--- config.mk ---
export PLATFORM = sky130hd
export DESIGN_NAME = pkt_readout_ctrl
export DESIGN_NICKNAME = d
export VERILOG_FILES = /design/src/rtl/pkt_readout_ctrl.sv
export SDC_FILE = /design/constraint.sdc
export NUM_CORES = 1
export LEC_CHECK = 0
export ABC_AREA = 1
export BUFFER_PORTS_ARGS = -buffer_cell sky130_fd_sc_hd__buf_2
export CAP_MARGIN = 15
export CORE_AREA = 2 2 113 115
export CTS_CLUSTER_SIZE = 14
export DETAILED_ROUTE_END_ITERATION = 8
export DIE_AREA = 0 0 115 117
export GPL_TIMING_DRIVEN = 1
export PLACE_DENSITY_LB_ADDON = 0.15
export SETUP_SLACK_MARGIN = 0.1
export SLEW_MARGIN = 20
export SYNTH_ARGS = -nofsm -noshare
export SYNTH_HDL_FRONTEND = slang
export SYNTH_SLANG_ARGS = --single-unit
--- constraint.sdc ---
create_clock -name pktctrl_clk -period 2.1 [get_ports pktctrl_clk]
set_input_delay 0.42 -clock pktctrl_clk [delete_from_list [all_inputs] [get_ports pktctrl_clk]]
set_output_delay 0.42 -clock pktctrl_clk [all_outputs]
set_load 0.02 [all_outputs]
--- src/rtl/pkt_readout_ctrl.sv ---
// Purpose : arms an ADC capture, then reads the capture memory back and frames it into
//           fixed-length packets separated by programmable idle gaps on the pad bus.
// Latency : cap_req 1 cycle after a start edge; ADC_DATA_VALID trails mem_rd_en by 2 cycles.
// Flow    : no backpressure; the pad bus is free-running and the memory answers every read.
//
// Ports:
//   pktctrl_clk / pktctrl_rstn      block clock, synchronous active-low reset
//   rf_capture_start / _again       level inputs; rising edges start capture+readout / replay
//   rf_self_test_mode               substitute {3'b101, address} for memory data
//   rf_pkt_data_length              packet length code (256 << code words)
//   rf_pkt_idle_length              idle cycles between packets (0 treated as 1)
//   cap_req / cap_done              capture handshake pulses to/from the capture writer
//   mem_rd_en / mem_rd_addr / mem_rd_data   capture memory read port (1-cycle read latency)
//   ADC_DATA / ADC_DATA_VALID       registered pad bus
//   busy / pkt_cnt                  status: sequencer active, packets sent this run
module pkt_readout_ctrl #(
  parameter int ADDR_W    = 15,
  parameter int DATA_W    = 18,
  parameter int MEM_DEPTH = 32768
) (
  input  logic              pktctrl_clk,
  input  logic              pktctrl_rstn,
  input  logic              rf_capture_start,
  input  logic              rf_capture_again,
  input  logic              rf_self_test_mode,
  input  logic [1:0]        rf_pkt_data_length,
  input  logic [15:0]       rf_pkt_idle_length,
  output logic              cap_req,
  input  logic              cap_done,
  output logic              mem_rd_en,
  output logic [ADDR_W-1:0] mem_rd_addr,
  input  logic [DATA_W-1:0] mem_rd_data,
  output logic [DATA_W-1:0] ADC_DATA,
  output logic              ADC_DATA_VALID,
  output logic              busy,
  output logic [15:0]       pkt_cnt
);

  typedef enum logic [2:0] {
    S_IDLE,
    S_WAIT_CAP,
    S_BURST,
    S_GAP,
    S_DONE
  } state_t;

  state_t state, state_nx;

  logic              start_d, again_d;
  logic              rel_q;          // low during the first cycle after reset release
  logic [ADDR_W-1:0] addr;
  logic [11:0]       word_cnt;
  logic [15:0]       gap_cnt;
  logic [11:0]       len_q;
  logic [15:0]       idle_q;
  logic              st_q;
  logic              rd_en_d1;
  logic [ADDR_W-1:0] rd_addr_d1;

  logic              start_pe, again_pe;
  logic              last_word, last_addr, gap_end;
  logic              latch_cfg, clr_run, cap_req_nx;
  logic [DATA_W-1:0] st_word;

  // Edges are gated off in the first cycle after reset release: the _d registers
  // reload from the live level there, so a level held through reset must drop
  // and rise again before it is accepted.
  assign start_pe  = rf_capture_start & ~start_d & rel_q;
  assign again_pe  = rf_capture_again & ~again_d & rel_q;

  assign last_word = (word_cnt == len_q - 12'd1);
  assign last_addr = (addr == ADDR_W'(MEM_DEPTH - 1));
  assign gap_end   = (gap_cnt == idle_q - 16'd1);

  assign st_word   = DATA_W'({3'b101, rd_addr_d1});

  assign mem_rd_en   = (state == S_BURST);
  assign mem_rd_addr = addr;
  assign busy        = (state != S_IDLE) && (state != S_DONE);

  always_comb begin
    state_nx   = state;
    latch_cfg  = 1'b0;
    clr_run    = 1'b0;
    cap_req_nx = 1'b0;
    case (state)
      S_IDLE: begin
        // No capture is stored yet, so a replay request has nothing to read.
        if (start_pe) begin
          state_nx   = S_WAIT_CAP;
          cap_req_nx = 1'b1;
          latch_cfg  = 1'b1;
        end
      end
      S_WAIT_CAP: begin
        if (cap_done) begin
          state_nx = S_BURST;
          clr_run  = 1'b1;
        end
      end
      S_BURST: begin
        // The final memory word always lands on a packet boundary.
        if (last_word) begin
          state_nx = last_addr ? S_DONE : S_GAP;
        end
      end
      S_GAP: begin
        if (gap_end) begin
          state_nx = S_BURST;
        end
      end
      S_DONE: begin
        if (start_pe) begin
          state_nx   = S_WAIT_CAP;
          cap_req_nx = 1'b1;
          latch_cfg  = 1'b1;
        end else if (again_pe) begin
          state_nx  = S_BURST;
          clr_run   = 1'b1;
          latch_cfg = 1'b1;
        end
      end
      default: state_nx = S_IDLE;
    endcase
  end

  always_ff @(posedge pktctrl_clk) begin
    if (!pktctrl_rstn) begin
      state          <= S_IDLE;
      start_d        <= 1'b0;
      again_d        <= 1'b0;
      rel_q          <= 1'b0;
      cap_req        <= 1'b0;
      addr           <= '0;
      word_cnt       <= '0;
      gap_cnt        <= '0;
      pkt_cnt        <= '0;
      len_q          <= '0;
      idle_q         <= '0;
      st_q           <= 1'b0;
      rd_en_d1       <= 1'b0;
      rd_addr_d1     <= '0;
      ADC_DATA       <= '0;
      ADC_DATA_VALID <= 1'b0;
    end else begin
      state   <= state_nx;
      start_d <= rf_capture_start;
      again_d <= rf_capture_again;
      rel_q   <= 1'b1;
      cap_req <= cap_req_nx;

      if (latch_cfg) begin
        len_q  <= 12'd256 << rf_pkt_data_length;
        idle_q <= (rf_pkt_idle_length == 16'd0) ? 16'd1 : rf_pkt_idle_length;
        st_q   <= rf_self_test_mode;
      end

      if (clr_run) begin
        addr     <= '0;
        word_cnt <= '0;
        pkt_cnt  <= '0;
      end else if (state == S_BURST) begin
        addr <= addr + 1'b1;
        if (last_word) begin
          // Packet closes here whether the next state is GAP or DONE.
          word_cnt <= '0;
          gap_cnt  <= '0;
          pkt_cnt  <= pkt_cnt + 16'd1;
        end else begin
          word_cnt <= word_cnt + 12'd1;
        end
      end else if (state == S_GAP) begin
        gap_cnt <= gap_cnt + 16'd1;
      end

      // Read data arrives one cycle after the strobe; register it onto the pads.
      rd_en_d1       <= mem_rd_en;
      rd_addr_d1     <= addr;
      ADC_DATA_VALID <= rd_en_d1;
      if (rd_en_d1) begin
        ADC_DATA <= st_q ? st_word : mem_rd_data;
      end else begin
        ADC_DATA <= '0;
      end
    end
  end

endmodule

; After elaboration in Yosys (flattened, before gate mapping)
; Cells that the tools add are included.
[classes]
addsub = 6
mul = 0
div = 0
magnitude_cmp = 0
eq_ne = 13
n_shift = 1
n_mux = 22
bitwise = 9
n_reduce_logical = 13
[op_table]
columns = op, count
row1 = 2-to-1 mux 16 bit, 4
row2 = adder 16 x 1 -> 16 bit (second input constant), 2
row3 = 2-to-1 mux 3 bit, 7
row4 = 2-to-1 mux 18 bit, 1
row5 = == test 16 bit, 1
row6 = logical NOT 16 bit, 1
row7 = subtractor 16 x 1 -> 16 bit (second input constant), 1
row8 = adder 15 x 1 -> 15 bit (second input constant), 1
row9 = == test 15 bit (second input constant), 1
row10 = one-hot mux 3 bit (5 select lines), 1
row11 = adder 12 x 1 -> 12 bit (second input constant), 1
row12 = == test 12 bit, 1
row13 = 2-to-1 mux 12 bit, 1
row14 = left shift 9 x 2 -> 12 bit (first input constant), 1
row15 = subtractor 12 x 1 -> 12 bit (second input constant), 1
row16 = == test 3 x 2 -> 1 bit (second input constant), 2
row17 = 2-to-1 mux 1 bit, 6
row18 = inequality test 2 bit (second input constant), 3
row19 = inequality test 3 bit (second input constant), 2
row20 = AND reduction 2 bit, 3
row21 = inverter 1 bit, 5
row22 = AND reduction 5 bit, 1
row23 = bitwise AND 1 bit, 4
row24 = one-hot mux 1 bit (2 select lines), 2
row25 = other kinds (10), 11
[totals]
register_bits = 130
latch_bits = 0
ram_bits = 0
mem_bits_ro = 0
input_bits = 42
output_inout_bits = 53
elab_cells = 81
memories = 0

; Depth between registers and ports, before layout
[logic_depth]
ltp_word = 8
depth_mapped = 16
mapped_depth_nobuf = 16

; Least setup slack after synthesis
; No wires, ideal clock.
[synth_path]
kind = reg2reg
from = register len_q[8]
to = register pkt_cnt[3]
t_arrival_ps = 1641
required_time_ps = 1981
setup_slack_ps = 340
stages_incl_launch_ff = 12
cell_sequence = dfxtp_1 -> inv_1 -> ha_1 -> xnor2_1 -> xor2_1 -> nand3_2 -> nor2_4 -> nand2_2 -> inv_2 -> nand2_1 -> o21ai_0 -> a21oi_1
[synth_between]
elab_chain_cells = 3
[synth_rtl]
columns = item, line
row1 = "start, declared", 54  ; logic [11:0] len_q;
row2 = "start signal, assigned", 153  ; len_q <= 12'd256 << rf_pkt_data_length;
row3 = subtractor 12 x 1 -> 12 bit, 71  ; assign last_word = (word_cnt == len_q - 12'd1);
row4 = == test 12 bit, 71
row5 = AND reduction 2 bit (no line), -
row6 = "end signal, assigned", 168  ; pkt_cnt <= pkt_cnt + 16'd1;
row7 = "end, declared", 36  ; output logic [15:0] pkt_cnt
; Every way passes these cells.
; A chain may end at the register's enable or synchronous reset.

; Worst setup path after layout
[layout_path]
from = register state[0]
to = output port mem_rd_en
[layout_between]
elab_chain_cells = 1
[layout_rtl]
columns = item, line
row1 = "start, declared", 47  ; state_t state, state_nx;
row2 = "start signal, assigned", 146  ; state <= state_nx;
row3 = == test 3 x 2 -> 1 bit, 77  ; assign mem_rd_en = (state == S_BURST);
row4 = "end, declared", 30  ; output logic mem_rd_en,
; Every way passes these cells.

==> summary.md <==
| Metric | Value |
|---|---|
| Sequential power share | approximately 34% |
| CP max stage cell | dfxtp_1 |
| Crit start category | register |
| Drt wl/cell | between 10 and 15 µm |
| Met3 usage | about 6.0% |
| # H-tree levels | 4 |
| Max-cap violation count | 0 |
| Final count of pins violating max slew | 0 |
| Tmin final | roughly 1.9 ns |
| Async SR Flop Fraction | 0% |
| CTS Buf Count | 17 |
| Critical-path cell list | inv_1 -> nand2_4 -> inv_4 -> buf_12 -> buf_4 |
| DR iter-0 viols | 275 |
| Pint | ~5.2 mW |
| Via count | approximately 5500 |
| DRC Markers | 0 |
| CTS tree | yes |
| Combinational share of power | between 20 and 30% |
| Clock Sinks | about 120 |
| Met1 Usage GRT | 29.3% |
| Sequential area share after synthesis | 40.9% |
| Peak VDD IR | roughly 0.8 mV |
| Worst Hold Class | in -> reg |
| Leak | ~3.4 nW |
| Relative slew slack | about three fifths |
| Highest Clock Rate | 524 MHz |
| Area of the core | ~12000 µm² |
| Netlist cell types | between 40 and 50 |
| Buffers on Ports | 94 |
| Post-synth top flop | dfxtp_1 |
| DP HPWL | 10.4 mm |
| Switching share of total power | 32.9% |
| Final wirelength | between 10 and 15 mm |
| First-pass GRT wire length | ~24 mm |
| Total gr overflow | 0 |
| Setup violators final | 0 |
| Ranking of synthesized cells by area | dfxtp_1 (41%), nand2_1 (14%), nor2_1 (6.2%) |
| Pwr Total | slightly below 8 mW |
| Die span in y | 117 µm |
| Synth top cells by count | nand2_1 (219), dfxtp_1 (122), nor2_1 (98), inv_1 (92), a21oi_1 (70) |
| Fin Hold WS | approximately 0.20 ns |
| Die width | 115 µm |
| Clock-pin slew on the worst setup and hold paths | 0.06 ns |
| Clock Skew | roughly 0.0047 ns |
| CP arrival | between 1 and 1.5 ns |
| Status | completed |
| Final setup margin | roughly 0.19 ns |
| Unrepaired setup endpoints after global routing | false |
| Final worst path period share | a little over 90% |
| Syn Nets | 894 |
| R2R depth | 9 |
| CTS root buf | clkbuf_16 |
| Initial antenna violation count | 0 |
| IO Pins | 95 |
| Placed inst area | roughly 6700 µm² |
| Synthesized flop and latch total | ~120 |
| Dpl ws | around 0.10 ns |
| Pre-Repair DR Iteration Count | 5 |
| Setup CP Type | reg -> out |
| Setup_tns | 0 ns |
| Cell area power density | 1020 nW/µm² |
| Total track usage | 22.1% |
| Clock power frac | 38.2% |
| Most Crowded Layer GR | met2 |
| Hold Path Depth | 3 |
| Synth-to-Final Area Change | 25.7% |
| Die area | roughly 13000 µm² |
| Synth area leader | dfxtp_1 |
| Crit end category | output port |
| Number of global-route vias before repair | ~5000 |
| GP Congestion | around 0.87 |
| Post-Syn Area | around 6000 µm² |
| Largest net degree at the start of global routing | 31 |
| DR vias/cell | ~4.9 |
| CTS Buffer Depth | 2 |
| CP Max Fanout | 14 |
| Design area | approximately 7500 µm² |
| Clock latency on the worst-skew pair | about 0.42 ns |
| Avg Cell Area, Syn | between 7 and 8 µm² |
| Antenna Diode Count | 0 |
| Final hold vios | 0 |
| Worst EP required | 1.68 ns |
| Post-synth EDFFs | 0 |
| Antenna-violating nets left | 0 |
| P_sw | ~2.5 mW |
| Crit path largest cell delay | between 0.4 and 0.5 ns |
| Row count | 41 |
| Met2 usage | 35.4% |
| Syn. warnings | 0 |
| Initial Util | roughly 48% |
| Slew @ Worst Pin | between 0.6 and 0.7 ns |
| Post-Synthesis Cells | approximately 850 |
| Total Nets Final | slightly above 1000 |
| Layout cells sized above 1 | 22.1% |
| Synth top area share | 40.9% |
| Count leader, synth | nand2_1 |
[cell type report]
class,instances,area (µm²)
Clock buffer,17,425
Clock inverter,14,175
Fill cell,1153,4800
Inverter,99,375
Multi-Input combinational cell,601,3170
Sequential cell,122,2450
Tap cell,150,188
Timing Repair Buffer,123,732
[kinds of logic after synthesis]
kind of cell	Yosys count	share of synthesized area, %
fa+ha+maj	6	1.26
simple gates	439	33.0
flops	122	40.9
buf+inv	123	8.13
compound gates	116	10.9
xor+xnor	40	5.87
[final timing paths]
check / from / endpoint / slack [ns]
worst max register to register: word_cnt[0] / gap_cnt[6] / 0.22
worst min register to register: rd_addr_d1[7] / ADC_DATA[7] / 0.45
worst min-delay path: mem_rd_data[15] / ADC_DATA[15] / 0.20
worst max-delay path: state[0] / mem_rd_en / 0.19
[critical path: cells and delay by family, from the launching register on]
kind	cells	cell delay, ns
AND/OR/NAND/NOR	1	0.15
buffers and inverters	4	0.47
flip-flops	1	0.43
[per-stage QoR]
| step | instances | utilization, % |
|---|---|---|
| 2_1_floorplan | 846 | - |
| 3_3_place_gp | 1087 | 54.2 |
| 3_5_place_dp | 1087 | 54.2 |
| 4_1_cts | 1120 | 59.4 |
| 5_1_grt | 1126 | 61.0 |
| 6_report | 1126 | 61.0 |
[power by group through the flow]
stage | Clock [mW] | Combinational [mW] | Sequential, mW
after CTS | 2.99 | 1.98 | 2.58
after detailed placement | 0 | 1.93 | 2.63
after global routing | 3.10 | 2.44 | 2.61
after global placement | 0 | 1.92 | 2.63
final | 2.94 | 2.16 | 2.59
after floorplan | 0 | 1.39 | 2.65
[flip-flops by register name, summed over array words and instances (netlist names)]
name,cells
ADC_DATA,18
ADC_DATA_VALID,1
again_d,1
cap_req,1
gap_cnt,16
idle_q,16
len_q,4
mem_rd_addr,15
pkt_cnt,16
rd_addr_d1,15
rd_en_d1,1
rel_q,1
st_q,1
start_d,1
state,3
word_cnt,12
[cell usage in the layout, fill, tap and decap left out, types with 3 or more instances in the layout]
cell / synthesis / routed
nand2_2: 4 / 4
nand3_2: 4 / 4
xor2_1: 25 / 24
ha_1: 6 / 4
nor3b_1: 6 / 3
dfxtp_1: 122 / 119
nor2_1: 98 / 94
nor3b_2: 1 / 4
xnor2_1: 15 / 14
clkinv_2: 1 / 3
clkbuf_16: 0 / 18
dfxtp_2: 0 / 3
nor4_1: 10 / 9
o21ai_0: 27 / 24
a211oi_1: 7 / 7
buf_2: 5 / 93
inv_1: 92 / 90
clkinvlp_4: 0 / 3
inv_2: 3 / 5
nor2_2: 7 / 9
nor3_1: 25 / 22
nand2_1: 219 / 218
nor2_4: 3 / 5
buf_4: 2 / 26
nand3_1: 36 / 36
a21oi_2: 4 / 5
a21oi_1: 70 / 69
clkinv_4: 0 / 5
nor3_2: 2 / 4
bufinv_16: 0 / 3
nand3b_1: 7 / 7
nand4_1: 7 / 7
[metal layers]
| metal | up-vias | wire (µm) | part of all wire, % |
|---|---|---|---|
| li1 | 2951 | - | - |
| met1 | 2471 | 7140 | 49 |
| met2 | 109 | 6730 | 46 |
| met3 | 13 | 658 | 4.5 |
| met4 | 0 | 155 | 1.1 |
| met5 | - | 0 | 0 |
[what timing repair did]
| item | in CTS | in global routing |
|---|---|---|
| pin swaps | 3 | 7 |
| gates cloned | 0 | 1 |
| gates resized for setup | 5 | 36 |
| hold buffers | 0 | 0 |
| setup buffers | 2 | 5 |
| endpoints found under the setup margin | 4 | 42 |
No activity file was read; power rests on OpenSTA's default activity.
